## config.mk

```make
export PLATFORM = sky130hd
export DESIGN_NAME = bulls_cows_param_flat
export DESIGN_NICKNAME = d
export VERILOG_FILES = /design/src/rtl/bulls_cows_param_if.sv /design/src/rtl/bulls_cows_param.sv /design/src/flat_wrapper.sv
export SDC_FILE = /design/constraint.sdc
export NUM_CORES = 1
export LEC_CHECK = 0
export CORE_MARGIN = 3
export CORE_UTILIZATION = 35
export CTS_CLUSTER_DIAMETER = 40
export DETAILED_ROUTE_END_ITERATION = 8
export GPL_TIMING_DRIVEN = 0
export SLEW_MARGIN = 20
export SYNTH_ARGS = -nofsm -noshare
export SYNTH_HDL_FRONTEND = slang
export SYNTH_SLANG_ARGS = --single-unit
```

## constraint.sdc

```tcl
create_clock -name clock -period 6.9 [get_ports clock]
set_input_delay 1.035 -clock clock [delete_from_list [all_inputs] [get_ports clock]]
set_output_delay 1.035 -clock clock [all_outputs]
set_load 0.005 [all_outputs]
```

## src/rtl/bulls_cows_param_if.sv

```systemverilog
`default_nettype none
// ============================================================================
// Module   : bulls_cows_param_if
// Purpose  : Player-facing signal bundle of the Bulls & Cows game core:
//            switch value and confirm button in, eight display words,
//            attempt counter and win/lose flags out.
// Ports    : guess[4*NUM_DIGITS], confirm, d1..d8[6], attempts[7], win, lose
//            master = stimulus side (board top / bench), slave = game core.
// Revision : 1.0  initial release
// ============================================================================
interface bulls_cows_param_if #(
    parameter int NUM_DIGITS = 4
);
    logic [4*NUM_DIGITS-1:0] guess;
    logic                    confirm;
    logic [5:0]              d1, d2, d3, d4, d5, d6, d7, d8;
    logic [6:0]              attempts;
    logic                    win;
    logic                    lose;

    modport master (
        output guess, confirm,
        input  d1, d2, d3, d4, d5, d6, d7, d8, attempts, win, lose
    );

    modport slave (
        input  guess, confirm,
        output d1, d2, d3, d4, d5, d6, d7, d8, attempts, win, lose
    );
endinterface
`default_nettype wire

```

## src/rtl/bulls_cows_param.sv

```systemverilog
`default_nettype none
// ============================================================================
// Module   : bulls_cows_param
// Purpose  : Parametrised Bulls & Cows game core. Validates secret/guess
//            entries, scores guesses, counts attempts, detects win/lose and
//            drives eight registered display words {enable, hex[3:0], dp}.
// Ports    : clock, reset (sync, active-high)
//            bus (slave): guess, confirm in; d1..d8, attempts, win, lose out
// Revision : 1.0  initial release
// ============================================================================
module bulls_cows_param #(
    parameter int NUM_DIGITS   = 4,
    parameter int DIGIT_MAX    = 9,
    parameter int MAX_ATTEMPTS = 10
) (
    input  wire logic         clock,
    input  wire logic         reset,
    bulls_cows_param_if.slave bus
);
    typedef enum logic [2:0] {
        S_SET_SECRET = 3'd0,
        S_GUESS      = 3'd1,
        S_RESULT     = 3'd2,
        S_WIN        = 3'd3,
        S_LOSE       = 3'd4,
        S_ERROR      = 3'd5
    } state_t;

    localparam logic [3:0] c_digit_max  = 4'(DIGIT_MAX);
    localparam logic [6:0] c_max_att    = 7'(MAX_ATTEMPTS);
    localparam logic [2:0] c_num_digits = 3'(NUM_DIGITS);
    localparam logic [6:0] c_att_sat    = 7'd99;
    localparam logic [5:0] c_blank      = 6'b0;

    function automatic logic [5:0] f_word(input logic [3:0] hex, input logic dp);
        return {1'b1, hex, dp};
    endfunction

    state_t      r_state, w_state_nx, r_ret, w_ret_nx;
    logic        r_confirm_q, w_edge, w_valid;
    logic [15:0] w_guess16, r_secret, w_secret_nx, r_last_guess, w_last_nx;
    logic [2:0]  w_bulls, w_cows, r_bulls, w_bulls_nx, r_cows, w_cows_nx;
    logic [6:0]  r_attempts, w_att_nx, w_att_inc;
    logic [3:0]  w_tens, w_units;
    logic [15:0] w_dig_src;
    logic        w_dig_dp;
    logic [5:0]  r_disp [8];
    logic [5:0]  w_disp [8];
    logic        r_win, r_lose;

    // Zero-extend so narrower digit counts share the same 4-digit datapath.
    assign w_guess16 = 16'(bus.guess);
    assign w_edge    = bus.confirm & ~r_confirm_q;
    assign w_att_inc = (r_attempts >= c_att_sat) ? c_att_sat : r_attempts + 7'd1;
    assign w_tens    = 4'(r_attempts / 7'd10);
    assign w_units   = 4'(r_attempts % 7'd10);

    // Entry is legal when every digit is in range and no digit repeats.
    always_comb begin
        w_valid = 1'b1;
        for (int i = 0; i < NUM_DIGITS; i++) begin
            if (w_guess16[4*i +: 4] > c_digit_max) w_valid = 1'b0;
            for (int j = 0; j < i; j++) begin
                if (w_guess16[4*i +: 4] == w_guess16[4*j +: 4]) w_valid = 1'b0;
            end
        end
    end

    always_comb begin
        w_bulls = 3'd0;
        w_cows  = 3'd0;
        for (int i = 0; i < NUM_DIGITS; i++) begin
            for (int j = 0; j < NUM_DIGITS; j++) begin
                if (w_guess16[4*i +: 4] == r_secret[4*j +: 4]) begin
                    if (i == j) w_bulls = w_bulls + 3'd1;
                    else        w_cows  = w_cows + 3'd1;
                end
            end
        end
    end

    // Next-state and datapath updates; nothing moves without a confirm edge.
    always_comb begin
        w_state_nx  = r_state;
        w_ret_nx    = r_ret;
        w_secret_nx = r_secret;
        w_last_nx   = r_last_guess;
        w_bulls_nx  = r_bulls;
        w_cows_nx   = r_cows;
        w_att_nx    = r_attempts;
        if (w_edge) begin
            case (r_state)
                S_SET_SECRET: begin
                    if (w_valid) begin
                        w_secret_nx = w_guess16;
                        w_state_nx  = S_GUESS;
                    end else begin
                        w_ret_nx   = S_SET_SECRET;
                        w_state_nx = S_ERROR;
                    end
                end
                S_GUESS: begin
                    if (!w_valid) begin
                        w_ret_nx   = S_GUESS;
                        w_state_nx = S_ERROR;
                    end else begin
                        w_last_nx  = w_guess16;
                        w_bulls_nx = w_bulls;
                        w_cows_nx  = w_cows;
                        w_att_nx   = w_att_inc;
                        if (w_bulls == c_num_digits)
                            w_state_nx = S_WIN;
                        else if (MAX_ATTEMPTS != 0 && w_att_inc == c_max_att)
                            w_state_nx = S_LOSE;
                        else
                            w_state_nx = S_RESULT;
                    end
                end
                S_RESULT: w_state_nx = S_GUESS;
                S_ERROR:  w_state_nx = r_ret;
                S_WIN, S_LOSE: begin
                    w_state_nx = S_SET_SECRET;
                    w_att_nx   = 7'd0;
                    w_bulls_nx = 3'd0;
                    w_cows_nx  = 3'd0;
                end
                default: w_state_nx = S_SET_SECRET;
            endcase
        end
    end

    // Display content for the current state; registered below.
    always_comb begin
        for (int p = 0; p < 8; p++) w_disp[p] = c_blank;
        w_dig_src = w_guess16;
        w_dig_dp  = 1'b0;
        case (r_state)
            S_SET_SECRET: w_disp[7] = f_word(4'h5, 1'b0);
            S_GUESS: begin
                w_disp[7] = f_word(w_tens, 1'b0);
                w_disp[6] = f_word(w_units, 1'b0);
            end
            S_RESULT: begin
                w_disp[7] = f_word({1'b0, r_bulls}, 1'b1);
                w_disp[6] = f_word({1'b0, r_cows}, 1'b0);
                w_disp[5] = f_word(w_tens, 1'b0);
                w_disp[4] = f_word(w_units, 1'b0);
                w_dig_src = r_last_guess;
            end
            S_WIN, S_LOSE: begin
                w_disp[7] = f_word((r_state == S_WIN) ? 4'hA : 4'hF, 1'b0);
                w_disp[5] = f_word(w_tens, 1'b0);
                w_disp[4] = f_word(w_units, 1'b0);
                w_dig_src = r_secret;
                w_dig_dp  = (r_state == S_WIN);
            end
            S_ERROR: ;
            default: ;
        endcase
        for (int i = 0; i < NUM_DIGITS; i++) begin
            w_disp[i] = f_word(w_dig_src[4*i +: 4], w_dig_dp);
        end
        if (r_state == S_ERROR) begin
            for (int p = 0; p < 8; p++) w_disp[p] = f_word(4'hE, 1'b0);
        end
    end

    always_ff @(posedge clock) begin
        if (reset) begin
            r_state      <= S_SET_SECRET;
            r_ret        <= S_SET_SECRET;
            r_confirm_q  <= 1'b0;
            r_secret     <= 16'd0;
            r_last_guess <= 16'd0;
            r_bulls      <= 3'd0;
            r_cows       <= 3'd0;
            r_attempts   <= 7'd0;
            r_win        <= 1'b0;
            r_lose       <= 1'b0;
            for (int p = 0; p < 8; p++) r_disp[p] <= c_blank;
        end else begin
            r_state      <= w_state_nx;
            r_ret        <= w_ret_nx;
            r_confirm_q  <= bus.confirm;
            r_secret     <= w_secret_nx;
            r_last_guess <= w_last_nx;
            r_bulls      <= w_bulls_nx;
            r_cows       <= w_cows_nx;
            r_attempts   <= w_att_nx;
            r_win        <= (r_state == S_WIN);
            r_lose       <= (r_state == S_LOSE);
            for (int p = 0; p < 8; p++) r_disp[p] <= w_disp[p];
        end
    end

    assign bus.d1       = r_disp[0];
    assign bus.d2       = r_disp[1];
    assign bus.d3       = r_disp[2];
    assign bus.d4       = r_disp[3];
    assign bus.d5       = r_disp[4];
    assign bus.d6       = r_disp[5];
    assign bus.d7       = r_disp[6];
    assign bus.d8       = r_disp[7];
    assign bus.attempts = r_attempts;
    assign bus.win      = r_win;
    assign bus.lose     = r_lose;
endmodule
`default_nettype wire
```

## src/flat_wrapper.sv

```systemverilog
// flat-port wrapper written by rule: the top's interface ports become plain ports
module bulls_cows_param_flat 
#(
    parameter int NUM_DIGITS   = 4,
    parameter int DIGIT_MAX    = 9,
    parameter int MAX_ATTEMPTS = 10
)
  (clock, reset, bus_guess, bus_confirm, bus_d1, bus_d2, bus_d3, bus_d4, bus_d5, bus_d6, bus_d7, bus_d8, bus_attempts, bus_win, bus_lose);
  bulls_cows_param_if #(.NUM_DIGITS(NUM_DIGITS)) bus_i ();
  input  wire logic clock;
  input  wire logic reset;
  input wire logic [$bits(bus_i.guess)-1:0] bus_guess;
  input wire logic [$bits(bus_i.confirm)-1:0] bus_confirm;
  output wire logic [$bits(bus_i.d1)-1:0] bus_d1;
  output wire logic [$bits(bus_i.d2)-1:0] bus_d2;
  output wire logic [$bits(bus_i.d3)-1:0] bus_d3;
  output wire logic [$bits(bus_i.d4)-1:0] bus_d4;
  output wire logic [$bits(bus_i.d5)-1:0] bus_d5;
  output wire logic [$bits(bus_i.d6)-1:0] bus_d6;
  output wire logic [$bits(bus_i.d7)-1:0] bus_d7;
  output wire logic [$bits(bus_i.d8)-1:0] bus_d8;
  output wire logic [$bits(bus_i.attempts)-1:0] bus_attempts;
  output wire logic [$bits(bus_i.win)-1:0] bus_win;
  output wire logic [$bits(bus_i.lose)-1:0] bus_lose;
  assign bus_i.guess = bus_guess;
  assign bus_i.confirm = bus_confirm;
  assign bus_d1 = bus_i.d1;
  assign bus_d2 = bus_i.d2;
  assign bus_d3 = bus_i.d3;
  assign bus_d4 = bus_i.d4;
  assign bus_d5 = bus_i.d5;
  assign bus_d6 = bus_i.d6;
  assign bus_d7 = bus_i.d7;
  assign bus_d8 = bus_i.d8;
  assign bus_attempts = bus_i.attempts;
  assign bus_win = bus_i.win;
  assign bus_lose = bus_i.lose;
  bulls_cows_param #(.NUM_DIGITS(NUM_DIGITS), .DIGIT_MAX(DIGIT_MAX), .MAX_ATTEMPTS(MAX_ATTEMPTS)) u_core (.clock(clock), .reset(reset), .bus(bus_i));
endmodule
```

Yosys cells after proc, flatten, opt, wreduce, memory -nomap -nowiden
Memories as Yosys holds them, arrays and structs flattened. Cells that the tools add are included. Widths: inputs -> output; s select.

Memories kept: 1. Logic and storage cells: 143. Bits of input ports: 19. Output and inout bits: 57. Register bits after elaboration: 54. Memory bits (writable): 48.

Memories: u_core.r_disp (depth 8, width 6, rd ports 8, clocked after Yosys merged registers in 0, wr ports 8, RTL line bulls_cows_param.sv:47) `logic [5:0] r_disp [8];`.

Reduce and logical (&&, ||, !) cells: 9. $lt $le $gt $ge: 5. Equality and inequality tests: 32. Bitwise operators: 10. Multiplexer cells: 59. Add/sub/neg operators: 15. Divide/modulo/power cells: 2.

Operators by type and width (count): $eq 4x4->1 (22); $mux 3 (23); $mux 6 (8); $mux 47 (1); $add 3x1->3 const B (12); $pmux 16 s2 (1); $pmux 6 s4 (1); $pmux 3 s2 (3); $gt 4x4->1 const B (4); $mux 1 (16); $mux 7 (2); $pmux 7 s2 (1); $mux 12 (1); $pmux 3 s4 (1); $pmux 6 s2 (1); $eq 3x3->1 const B (3); $reduce_and 3->1 (3); $or 1x1->1 (8); $add 7x1->7 const B (1); $div 7x4->7 const B (1); $eq 7x4->1 const B (1); $ge 7x7->1 const B (1); $mod 7x4->7 const B (1); $eq 3x2->1 const B (2); other kinds (11) (14).

Depth between registers and ports, before layout
Depth after elaboration: 26. Depth in mapped cells: 39. Mapped depth without buffers: 38.

Least setup slack after synthesis
Ideal clock, no wire load.

Path kind: input -> register. Start: in bus_guess[2]. End: reg u_core.r_cows[2]. Slack: -168 ps. Path buffers: 1. Stages: 37. Data required time: 6772 ps. Setup time: 128 ps. Data arrival time: 6941 ps. Cells stage by stage: buf_1 -> xnor2_1 -> and4_1 -> ha_1 -> xor2_1 -> ha_1 -> a21o_1 -> ha_1 -> inv_1 -> nand2_1 -> o21ai_1 -> inv_1 -> ha_1 -> nand2_1 -> nand2_1 -> ha_1 -> nand2b_1 -> o21a_1 -> ha_1 -> mux2i_1 -> a21oi_1 -> ha_1 -> mux2_2 -> ha_1 -> nand2b_1 -> o31ai_1 -> nor2_1 -> ha_1 -> nand2_1 -> o31ai_1 -> ha_1 -> nand2_1 -> xor2_1 -> xnor2_1 -> xnor2_1 -> a21oi_1 -> nor2_1.

Longest elaborated chain between the ends: 26. Elaborated cells between the ends (all ways): 44. Those cells by class: add/sub: 11; order compare: 1; eq/ne: 7; mux: 24; reduce/logical: 1.

RTL lines: from (decl) (RTL line flat_wrapper.sv:12) `input wire logic [$bits(bus_i.guess)-1:0] bus_guess;`; $eq 4x4->1 (RTL line bulls_cows_param.sv:74) `if (w_guess16[4*i +: 4] == r_secret[4*j +: 4]) begin`; $mux 1 (RTL line bulls_cows_param.sv:74); $add 1x1->2 (RTL line bulls_cows_param.sv:76) `else w_cows = w_cows + 3'd1;`; $mux 3 (RTL line bulls_cows_param.sv:74); $add 3x1->3 (RTL line bulls_cows_param.sv:76); $mux 3 (RTL line bulls_cows_param.sv:74); $add 3x1->3 (RTL line bulls_cows_param.sv:76); $mux 3 (RTL line bulls_cows_param.sv:74); [... 10 more ...]; $add 3x1->3 (RTL line bulls_cows_param.sv:76); $mux 3 (RTL line bulls_cows_param.sv:74); $add 3x1->3 (RTL line bulls_cows_param.sv:76); $mux 3 (RTL line bulls_cows_param.sv:74); $add 3x1->3 (RTL line bulls_cows_param.sv:76); $mux 3 (RTL line bulls_cows_param.sv:74); $mux 3 (RTL line bulls_cows_param.sv:103) `if (!w_valid) begin`; $pmux 3 s2 (RTL line bulls_cows_param.sv:92) `case (r_state)`; to (signal assigned) (RTL line bulls_cows_param.sv:188) `r_cows <= w_cows_nx;`; to (decl) (RTL line bulls_cows_param.sv:42) `logic [2:0] w_bulls, w_cows, r_bulls, w_bulls_nx, r_cows, w_cows_nx;`.

Several ways; a longest one is shown, not always the timed one. The select of a mux whose other input is x is not followed. A chain may end at the register's enable or synchronous reset.

Final worst setup path
Ends and elaborated chain as after synthesis.

==> out/metrics.cfg <==
[outcome]
status = complete, no violations

[global_routing]
grt-busiest-layer = met2
grt_max_degree = 16
grt_util_met2_pct = 28.5
grt_pass1_wl_mm = 27.0
use_met3_pct = 2.92
grt_use_total_pct = 18.5
grt_overflow = 0
grt_use_met1_pct = 26.9
first_global_vias = 4934
antenna_found_initial = 0

[timing]
drv_slew = 0
skew_ps = 12.2
fin_crit_ps = 6850
fmax_mhz = 146
finalHoldViolCount = 0
rsz0062_at_grt = yes
fin_ws_ps = 47.3
period_share_pct = 99.3
max_slew_margin_pct = 23.2
finalSetupViolations = 0
max_slew.worst_pin.slew_ps = 1140

[die]
fp.dieArea_sq_um = 18900
start_util_pct = 36.1
die_y_microns = 137
coreArea_sq_um = 16800
core.rowCount = 47
io_pins = 76
die_w_microns = 137

[detailed_routing]
dr.pass1.iters = 5
drt_iter0_drc = 447
vias_per_cell = 5.14
drc = 0
wire_per_inst_microns = 16.7
vias = 5397
ant_nets = 0
routed_wl_mm = 17.5

[placement]
place_inst = 1015
hpwl_mm = 12.7
gp_congestion = 0.849
io_buffers = 67
dpl_worst_slack_ps = -1300

[hold_path]
min_from = u_core.r_ret[0]
hp-class = reg2reg
holdPathStages = 2
worstHoldEndpoint = u_core.r_ret[0]

[clocking]
clock_tree.root_cell = clkbuf_16
path_clk_slew_ps = 70
numCtsBuffers = 9
worstSkewPairLatency_ps = 350
clk_path_buf_depth = 2
cts_sinks = 90
tritoncts = done
cts_hold_buf = 0
htree_num_levels = 3

[finish]
antenna_cells = 0
final_layout_size_suffix_gt1_share_pct = 13.6
layout_commonest_cell = dfxtp_1
layout_common_cells = 90 x dfxtp_1, 82 x nor2_1, 64 x clkdlybuf4s50_1
syn_to_final_growth_pct = 26.6
final_cells = 1049
nNetsFinal = 862

[power_and_ir_drop]
pwr-share-seq_pct = 41.2
powerDensity_nw_per_um2 = 172
combPwrFrac_pct = 24.1
switching_share_pct = 29.3
p_int_uw = 929
clockPowerShare_pct = 34.7
leakage_uw = 0.00305
p_sw_uw = 384
ir_worst_vdd_uv = 182

[yosys]
synth_area_sq_um = 6050
synth-edff-count = 0
synth-seq-cells = 90
synth-xor-area-share_pct = 18.0
async_flop_share_pct = 0
syn_inst = 726
synth-seq-area-share_pct = 29.8
synth.area.top_cells = dfxtp_1 30%, xor2_1 8.5%, mux2i_1 7.9%
synth_top_area_share_pct = 29.8
synth_top_cell_by_area = dfxtp_1
synth_top_family_by_area = simple AND/OR/NAND/NOR gates
yosys.area_share.simple_pct = 18.0
synth_ff_type = dfxtp_1
syn_area_per_cell_sq_um = 8.33
synthAdderAreaFrac_pct = 3.89
synth-compound-area-share_pct = 12.9
ys_types = 64
yosysWarningCount = 0
synth_mux_area_share_pct = 9.62

[worst_setup_path]
reg2reg_depth = 38
cp-start-kind = primary input
crit_fanout = 4
required_ps = 7190
r2r_slack_ps = 100
arrival_ps = 7140
endpoint_kind = flip-flop
cp_slowest_cell = ha_1
timing.rr.end = u_core.r_cows[2]
r2r-start = u_core.r_secret[10]
crit_path_max_incr_delay_ps = 320
cp_common_cell = ha_1
critical_path_class = in2reg

[run]
cap_viol_max_count = 0

-- metrics by stage --
stage | setup TNS, ps | total power (uW) | hold WS [ps] | utilization [%] | cell area (sq um)
detailed placement | -2200 | 824 | 449 | 42.0 | 7040
floorplan | 0 | 736 | 421 | - | 6090
finish | 0 | 1310 | 458 | 45.7 | 7650
global placement | -2070 | 820 | 442 | 42.0 | 7040
global route | -259 | 1370 | 480 | 45.7 | 7650
CTS | 0 | 1310 | 458 | 44.8 | 7510
-- metal layers --
| metal | routed length (microns) | part of all wire, % |
|---|---|---|
| met1 | 8520 | 49 |
| met2 | 7810 | 44 |
| met3 | 961 | 5.5 |
| met4 | 262 | 1.5 |
| met5 | 0 | 0 |
-- cell type report --
class                           instances  area, sq um
Multi-Input combinational cell        538         3990
Tap cell                              220          275
Clock buffer                            9          225
Clock inverter                          6         41.3
Timing Repair Buffer                   86          821
Inverter                               21         78.8
Fill cell                            1683         9110
Buffer                                 79          417
Sequential cell                        90         1800
-- power by group through the flow --
| stage | combinational, uW | sequential (uW) | clock [uW] |
|---|---|---|---|
| finish | 316 | 541 | 456 |
| global route | 343 | 542 | 490 |
| detailed placement | 271 | 553 | 0 |
| global placement | 267 | 553 | 0 |
| floorplan | 183 | 553 | 0 |
| CTS | 299 | 541 | 466 |
-- flip-flops by register name, summed over array words and instances, names as in the netlist, 3 cells and up --
| signal | flops |
|---|---|
| u_core.bus.attempts | 7 |
| u_core.r_bulls | 3 |
| u_core.r_cows | 3 |
| u_core.r_disp | 38 |
| u_core.r_last_guess | 16 |
| u_core.r_secret | 16 |
| u_core.r_state | 3 |
-- Yosys cell counts (all sizes together) (8+ instances only) --
cell    count
xor2       61
ha         18
inv        21
nor2       83
buf        37
clkbuf     42
nor4       14
mux2        9
dfxtp      90
nand4       8
a21oi      43
nand2b     14
o21ai      31
nand2      52
xnor2      49
nor2b      10
nor3       14
nand3       8
mux2i      48
-- cells by family after synthesis --
kind of cell	count (synthesis)
compound gates	124
xor+xnor	113
fa+ha+maj	19
buf+inv	100
flops	90
mux	57
other cells	1
simple gates	222
-- repair_timing --
item                                    4_1_cts  5_1_grt
buffers inserted                             13        6
endpoints found under the setup margin        2        1
pin swaps                                    17       23
hold endpoints to repair                      0        0
gates resized for setup                      36       20
-- critical path, delay by kind of cell --
kind	cells	cell delay [ps]
buffers and inverters	5	400
multiplexers	2	440
XOR/XNOR	4	730
AND/OR/NAND/NOR	10	900
adder cells (fa/ha/maj)	10	2580
AO/OA/AOI/OAI	9	1020
-- worst max path at each step --
stage | start | endpoint | slack, ps | cells after the start
3_5_place_dp | bus_guess[2] | u_core.r_cows[2] | -1300 | 39
6_report | bus_guess[2] | u_core.r_cows[2] | 50 | 40
3_3_place_gp | bus_guess[2] | u_core.r_cows[2] | -1240 | 39
5_1_grt | bus_guess[2] | u_core.r_cows[2] | -260 | 39
4_1_cts | bus_guess[3] | u_core.r_cows[2] | 4 | 39
2_1_floorplan | bus_guess[2] | u_core.r_cows[2] | 2 | 37
No activity file was read; power rests on OpenSTA's default activity.
